$ cat config.mk
export PLATFORM = sky130hd
export DESIGN_NAME = pdp8l_tty_uart
export DESIGN_NICKNAME = d
export VERILOG_FILES = /design/src/rtl/pdp8l_tty_pkg.sv /design/src/rtl/pdp8l_tty_uart_rx.sv /design/src/rtl/pdp8l_tty_uart.sv
export SDC_FILE = /design/constraint.sdc
export NUM_CORES = 1
export LEC_CHECK = 0
export CORE_MARGIN = 10
export CORE_UTILIZATION = 52
export DETAILED_ROUTE_END_ITERATION = 6
export PLACE_DENSITY = 0.88
export RECOVER_POWER = 25
export SLEW_MARGIN = 20
export SYNTH_ARGS = -nofsm -noshare
export SYNTH_HDL_FRONTEND = slang
export SYNTH_HIERARCHICAL = 1
export SYNTH_SLANG_ARGS = --single-unit
$ cat constraint.sdc
create_clock -name CLOCK -period 4.3 [get_ports CLOCK]
set_input_delay 0.86 -clock CLOCK [delete_from_list [all_inputs] [get_ports CLOCK]]
set_output_delay 0.86 -clock CLOCK [all_outputs]
set_load 0.05 [all_outputs]
$ cat src/rtl/pdp8l_tty_pkg.sv
// PDP-8/L tty serial bridge: shared register map, bit positions and TX states.
package pdp8l_tty_pkg;
   localparam logic [1:0] TTREG_KB = 2'd1;
   localparam logic [1:0] TTREG_PR = 2'd2;
   localparam int KBFLAG = 31;
   localparam int PRFLAG = 31;
   localparam int PRFULL = 30;
   localparam int OVS = 16;
   typedef enum logic [1:0] {TX_IDLE, TX_SHIFT, TX_DONE} tx_state_t;
endpackage

$ cat src/rtl/pdp8l_tty_uart_rx.sv
// Serial receiver: synchronizer, start qualification, 8N1 sampling on the shared tick.
module pdp8l_tty_uart_rx
   import pdp8l_tty_pkg::*;
(
   input  logic       CLOCK,
   input  logic       RESET,
   input  logic       enable,
   input  logic       tick,
   input  logic       RXD,
   output logic       rxvalid,
   output logic [7:0] rxchar,
   output logic       rxferr_pulse
);
   typedef enum logic [2:0] {R_IDLE, R_START, R_DATA, R_STOP, R_WAIT} rx_state_t;

   rx_state_t  state, state_n;
   logic [1:0] sync;
   logic       rx_prev;
   logic       rx_s;
   logic [3:0] tcnt, tcnt_n;
   logic [2:0] bitn, bitn_n;
   logic [7:0] shreg, shreg_n;

   assign rx_s   = sync[1];
   assign rxchar = shreg;

   always_ff @(posedge CLOCK) begin
      if (RESET) begin
         sync    <= 2'b11;
         rx_prev <= 1'b1;
         state   <= R_IDLE;
         tcnt    <= '0;
         bitn    <= '0;
         shreg   <= '0;
      end else begin
         sync    <= {sync[0], RXD};
         rx_prev <= rx_s;
         state   <= state_n;
         tcnt    <= tcnt_n;
         bitn    <= bitn_n;
         shreg   <= shreg_n;
      end
   end

   always_comb begin
      state_n      = state;
      tcnt_n       = tick ? tcnt + 4'd1 : tcnt;
      bitn_n       = bitn;
      shreg_n      = shreg;
      rxvalid      = 1'b0;
      rxferr_pulse = 1'b0;
      case (state)
         R_IDLE: begin
            tcnt_n = '0;
            if (!rx_s && rx_prev) state_n = R_START;
         end
         R_START: begin
            // a start bit that is high again at mid-bit was only a glitch
            if (tick && tcnt == 4'(OVS / 2 - 1)) begin
               tcnt_n  = '0;
               bitn_n  = '0;
               state_n = rx_s ? R_IDLE : R_DATA;
            end
         end
         R_DATA: begin
            if (tick && tcnt == 4'(OVS - 1)) begin
               shreg_n = {rx_s, shreg[7:1]};
               bitn_n  = bitn + 3'd1;
               if (bitn == 3'd7) state_n = R_STOP;
            end
         end
         R_STOP: begin
            if (tick && tcnt == 4'(OVS - 1)) begin
               if (rx_s) begin
                  rxvalid = 1'b1;
                  state_n = R_IDLE;
               end else begin
                  rxferr_pulse = 1'b1;
                  state_n      = R_WAIT;
               end
            end
         end
         R_WAIT: begin
            if (rx_s) state_n = R_IDLE;
         end
         default: state_n = R_IDLE;
      endcase
      if (!enable) begin
         state_n      = R_IDLE;
         rxvalid      = 1'b0;
         rxferr_pulse = 1'b0;
      end
   end
endmodule

$ cat src/rtl/pdp8l_tty_uart.sv
// PDP-8/L tty bridge top: tick generator, TX shifter, RX posting, write arbitration.
module pdp8l_tty_uart
   import pdp8l_tty_pkg::*;
#(
   parameter int CLKDIV   = 651,
   parameter int STOPBITS = 2
) (
   input  logic        CLOCK,
   input  logic        RESET,
   input  logic        enable,
   input  logic        iopstart,
   output logic        ttwrite,
   output logic [1:0]  ttwaddr,
   output logic [31:0] ttwdata,
   output logic [1:0]  ttraddr,
   input  logic [31:0] ttrdata,
   input  logic        RXD,
   output logic        TXD,
   output logic        txbusy,
   output logic        rxovr,
   output logic        rxferr,
   input  logic        clrerr
);
   localparam int BITCLK = OVS * CLKDIV;
   localparam int TW = $clog2(BITCLK);
   localparam logic [3:0] LASTBIT = 4'(8 + STOPBITS);

   logic [15:0] tick_cnt;
   logic        tick;
   logic        rxvalid, rxferr_pulse;
   logic [7:0]  rxchar;
   logic        rx_pend;
   logic [7:0]  rx_pchar;
   logic        wr_ok, rx_go, tx_go;
   logic        unused_rd;

   tx_state_t   tx_state, tx_state_n;
   logic [7:0]  tx_sh, tx_sh_n;
   logic [3:0]  tx_bit, tx_bit_n;
   logic [TW-1:0] tx_tmr, tx_tmr_n;
   logic        txd_q, txd_n;

   assign unused_rd = ^ttrdata[29:8];

   always_ff @(posedge CLOCK) begin
      if (RESET)               tick_cnt <= '0;
      else if (tick_cnt == '0) tick_cnt <= 16'(CLKDIV - 1);
      else                     tick_cnt <= tick_cnt - 16'd1;
   end
   assign tick = (tick_cnt == '0);

   pdp8l_tty_uart_rx u_rx (
      .CLOCK        (CLOCK),
      .RESET        (RESET),
      .enable       (enable),
      .tick         (tick),
      .RXD          (RXD),
      .rxvalid      (rxvalid),
      .rxchar       (rxchar),
      .rxferr_pulse (rxferr_pulse)
   );

   // the tty block drops an IOP that coincides with a write
   assign wr_ok   = enable & ~iopstart;
   assign rx_go   = rx_pend & wr_ok;
   assign tx_go   = (tx_state == TX_DONE) & wr_ok & ~rx_pend;
   assign ttwrite = rx_go | tx_go;
   assign ttraddr = rx_go ? TTREG_KB : TTREG_PR;

   always_comb begin
      ttwaddr = '0;
      ttwdata = '0;
      unique case (1'b1)
         rx_go: begin
            ttwaddr         = TTREG_KB;
            ttwdata[KBFLAG] = 1'b1;
            ttwdata[7:0]    = rx_pchar;
         end
         tx_go: begin
            ttwaddr         = TTREG_PR;
            ttwdata[PRFLAG] = 1'b1;
         end
         default: ;
      endcase
   end

   always_ff @(posedge CLOCK) begin
      if (RESET) begin
         rx_pend  <= 1'b0;
         rx_pchar <= '0;
         rxovr    <= 1'b0;
         rxferr   <= 1'b0;
      end else begin
         rx_pend <= rxvalid | (rx_pend & ~rx_go);
         if (rxvalid) rx_pchar <= rxchar;
         if ((rx_go && ttrdata[KBFLAG]) || (rxvalid && rx_pend && !rx_go))
            rxovr <= 1'b1;
         else if (clrerr)
            rxovr <= 1'b0;
         if (rxferr_pulse) rxferr <= 1'b1;
         else if (clrerr)  rxferr <= 1'b0;
      end
   end

   always_ff @(posedge CLOCK) begin
      if (RESET) begin
         tx_state <= TX_IDLE;
         tx_sh    <= '0;
         tx_bit   <= '0;
         tx_tmr   <= '0;
         txd_q    <= 1'b1;
      end else begin
         tx_state <= tx_state_n;
         tx_sh    <= tx_sh_n;
         tx_bit   <= tx_bit_n;
         tx_tmr   <= tx_tmr_n;
         txd_q    <= txd_n;
      end
   end

   always_comb begin
      tx_state_n = tx_state;
      tx_sh_n    = tx_sh;
      tx_bit_n   = tx_bit;
      tx_tmr_n   = tx_tmr;
      txd_n      = txd_q;
      case (tx_state)
         TX_IDLE: begin
            if (enable && ttraddr == TTREG_PR && ttrdata[PRFULL]) begin
               tx_state_n = TX_SHIFT;
               tx_sh_n    = ttrdata[7:0];
               tx_bit_n   = '0;
               tx_tmr_n   = '0;
               txd_n      = 1'b0;
            end
         end
         TX_SHIFT: begin
            if (tx_tmr == TW'(BITCLK - 1)) begin
               tx_tmr_n = '0;
               if (tx_bit == LASTBIT) begin
                  tx_state_n = TX_DONE;
               end else begin
                  // ones shifted in behind the data become the stop bits
                  tx_bit_n = tx_bit + 4'd1;
                  txd_n    = tx_sh[0];
                  tx_sh_n  = {1'b1, tx_sh[7:1]};
               end
            end else begin
               tx_tmr_n = tx_tmr + 1'b1;
            end
         end
         TX_DONE: begin
            if (tx_go) tx_state_n = TX_IDLE;
         end
         default: tx_state_n = TX_IDLE;
      endcase
   end

   assign TXD    = txd_q;
   assign txbusy = (tx_state != TX_IDLE);
endmodule

==> metrics.txt <==
proportion of synthesized chip area in sequential cells=0.397; worst IR drop on VDD=about 240 uV; first-pass GRT wire length=13,400 um; final hold viol count=0; Setup WS post-layout=between 0.4 and 0.5 ns; count of buffers inserted at the top-level ports=33; critical-path cell list=dlygate4sd3_1 -> nor2b_1 -> buf_4 -> and3_1 -> clkdlybuf4s50_1; Core Box Area=0.00725 sq mm; maximum capacitance violations=1; failing checks=max-capacitance violations, max-slew violations; dpl cell area=about 0.0041 sq mm; Leakage=around 1.7 nW; Worst Tran Pin Value=1.61 ns; power share of the clock group=0.324; library cells used by synthesis=58; overall routed net length=7800 um; number of buffers added to fix hold violations after cts=0; cts bufs inserted=9; result of the run=finished with violations; nature of the critical path endpoint=output pin; mean routed wirelength per cell=about 14 um; count of nets after finishing=between 500 and 600; die height=106 um; crit path DAT=~3 ns; horizontal extent of the die=between 100 and 150 um; clock latency of the later-clocked register in the worst-skew pair=between 0.3 and 0.4 ns; flip-flop and latch count after synthesis=slightly below 80; fraction of power consumed by combinational cells=0.247; count of buffers added by post-CTS timing repair for setup=0; worst min-delay path category=register to register; number of global-route vias before repair=~3.0k; Worst Clk Skew=just over 0.01 ns; critical path fanouts, max=11; max-slew violation count=39; leading register cell type out of synthesis=sky130_fd_sc_hd__dfxtp_1; final critical delay including setup and external delays=a little under 4 ns; sum of net half-perimeters after detailed placement=~5500 um; largest stage delay on the critical path=roughly 0.80 ns; share of post-route cells with drive strength above 1=0.0915; Starting DRT DRC Count=108; number of warnings issued by yosys=6; # clock sinks=just under 80; count of fill cells added during filler insertion=approximately 600; cell count after synthesis=approximately 440; H-tree lvl count=3; weighted congestion at the end of routability-driven global placement=0.838; deepest clock path buffer count=2; total via count after detailed routing=between 3k and 4k; GRT overflow=0; startpoint-to-endpoint class of the critical path=input pin to output pin; Clock Tree Root=sky130_fd_sc_hd__clkbuf_8; Final TNS setup=0 ns; largest net degree at the start of global routing=39; netlist area before placement=0.00389 sq mm; number of I/O pins=79; clock-pin slew reported for the worst setup and hold paths after clock tree synthesis=0.08 ns; Post-synth ARST share=0; post-CTS sizing=0; initial antenna violation count=0; headroom to the max-slew limit=-0.0748; CP startpoint kind=input pin; Antenna diodes=0; DRC viols=0; final antenna-violating net count=0; Mapped Avg Cell Area=8.80 sq um; Switching Power=between 0.6 and 0.7 mW; Layout Cell Area excl Fill=~0.0044 sq mm; number of vias per cell=between 5 and 6; PD cells=about 460 mW/mm^2; total global-route track usage=0.139; RSZ-0062 raised after global routing=false; Layout Area Growth over Synthesis=12.4%; Total Die Area=0.0113 sq mm; data required time of the worst path=roughly 3.4 ns; cell-internal power=~1.4 mW; period utilisation layout=0.894; CTS tree=done; initial core utilization=0.536; pre-CTS setup slack=~0.54 ns; Placement Rows=31; net switching fraction of the power=0.308; main area contributors after synthesis=sky130_fd_sc_hd__dfxtp_1, sky130_fd_sc_hd__mux2i_1, sky130_fd_sc_hd__nor2_1; overall power=roughly 2 mW; number of optimization iterations in the first detailed-route pass=4; final number of setup-violating endpoints=0; fraction of post-synthesis cell area in the top cell type by area=0.397; Post-synth EDFFs=0; cell taking the most area after synthesis=sky130_fd_sc_hd__dfxtp_1; fraction of power consumed by sequential logic=0.429; master of the slowest instance on the critical path=sky130_fd_sc_hd__clkdlybuf4s50_1; f_max=around 0.26 GHz
-- layout make-up --
| class | count | area [sq um] | share of cell area |
|---|---|---|---|
| clock buffers | 13 | 179 | 0.0410 |
| clock inverters | 3 | 65.1 | 0.0149 |
| inverters | 12 | 45.0 | 0.0103 |
| multi-input cells | 328 | 2080 | 0.475 |
| flip-flops and latches | 77 | 1540 | 0.353 |
| well taps | 99 | 124 | 0.0284 |
| repair buffers | 37 | 338 | 0.0773 |
-- power by group through the flow --
stage,clock network (mW),logic [mW],registers [mW]
2_1_floorplan,0,0.437,0.859
3_3_place_gp,0,0.477,0.864
3_5_place_dp,0,0.493,0.869
4_1_cts,0.654,0.498,0.852
5_1_grt,0.684,0.547,0.864
6_report,0.644,0.490,0.854
-- synthesized netlist by cell type, drive strengths merged (9+ instances only) --
| master | number |
|---|---|
| dfxtp | 77 |
| nor2 | 58 |
| nand2 | 36 |
| buf | 34 |
| mux2i | 22 |
| nand2b | 18 |
| xnor2 | 17 |
| a21oi | 13 |
| clkbuf | 13 |
| nor3 | 13 |
| and3 | 12 |
| inv | 12 |
| nand3 | 12 |
| a311oi | 9 |
-- flip-flops by register name, indices dropped and copies added (netlist names), 2 cells and up --
register,cells
u_rx/state,3
tx_bit,4
u_rx/rxchar,8
tx_sh,8
u_rx/bitn,3
rx_pchar,8
tick_cnt,16
u_rx/tcnt,4
tx_tmr,14
tx_state,2
u_rx/sync,2
-- critical path: cells and delay by family --
family / cells / cell delay (ns)
AND/OR/NAND/NOR: 2 / 0.36
buffers and inverters: 3 / 1.75
-- per-layer routing --
layer  GRT usage  wire, um
met1       0.158      3410
met2       0.232      3710
met3      0.0586       575
met4      0.0406       107
met5           0         0
-- worst paths after layout --
| kind | from | end | slack (ns) | cells past startpoint |
|---|---|---|---|---|
| worst max register to register | tick_cnt[5] | rxovr | 1.29 | 12 |
| worst min-delay path | u_rx/sync[0] | u_rx/sync[1] | 0.42 | 1 |
| worst max-delay path | enable | ttwdata[6] | 0.45 | 5 |
| worst min register to register | u_rx/sync[0] | u_rx/sync[1] | 0.42 | 1 |
-- per-stage QoR --
stage / std cells / utilization / hold WS [ns]
after global routing: 569 / 0.602 / 0.442
after detailed placement: 553 / 0.570 / 0.404
after CTS: 569 / 0.604 / 0.423
final: 569 / 0.602 / 0.417
after global placement: 553 / 0.570 / 0.393
after floorplan: 464 / - / 0.389
-- cells in the final DEF, fill, tap and decap left out, types with 8 or more instances in the layout --
master	instances
sky130_fd_sc_hd__a21oi_1	13
sky130_fd_sc_hd__a311oi_1	9
sky130_fd_sc_hd__and3_1	12
sky130_fd_sc_hd__buf_4	8
sky130_fd_sc_hd__clkbuf_8	13
sky130_fd_sc_hd__clkdlybuf4s50_1	26
sky130_fd_sc_hd__conb_1	23
sky130_fd_sc_hd__dfxtp_1	77
sky130_fd_sc_hd__inv_1	12
sky130_fd_sc_hd__mux2i_1	22
sky130_fd_sc_hd__nand2_1	36
sky130_fd_sc_hd__nand2b_1	18
sky130_fd_sc_hd__nand3_1	12
sky130_fd_sc_hd__nor2_1	57
sky130_fd_sc_hd__nor3_1	12
sky130_fd_sc_hd__xnor2_1	17
-- cells by family after synthesis --
| logic type | Yosys count | share of synthesized area |
|---|---|---|
| other | 1 | 0.000965 |
| XOR/XNOR | 24 | 0.0541 |
| flip-flops | 77 | 0.397 |
| adder cells (fa/ha/maj) | 7 | 0.0225 |
| AO/OA/AOI/OAI | 47 | 0.0872 |
| multiplexers | 22 | 0.0566 |
| AND/OR/NAND/NOR | 205 | 0.294 |
| buffers and inverters | 59 | 0.0885 |
No activity file was read; power rests on OpenSTA's default activity.
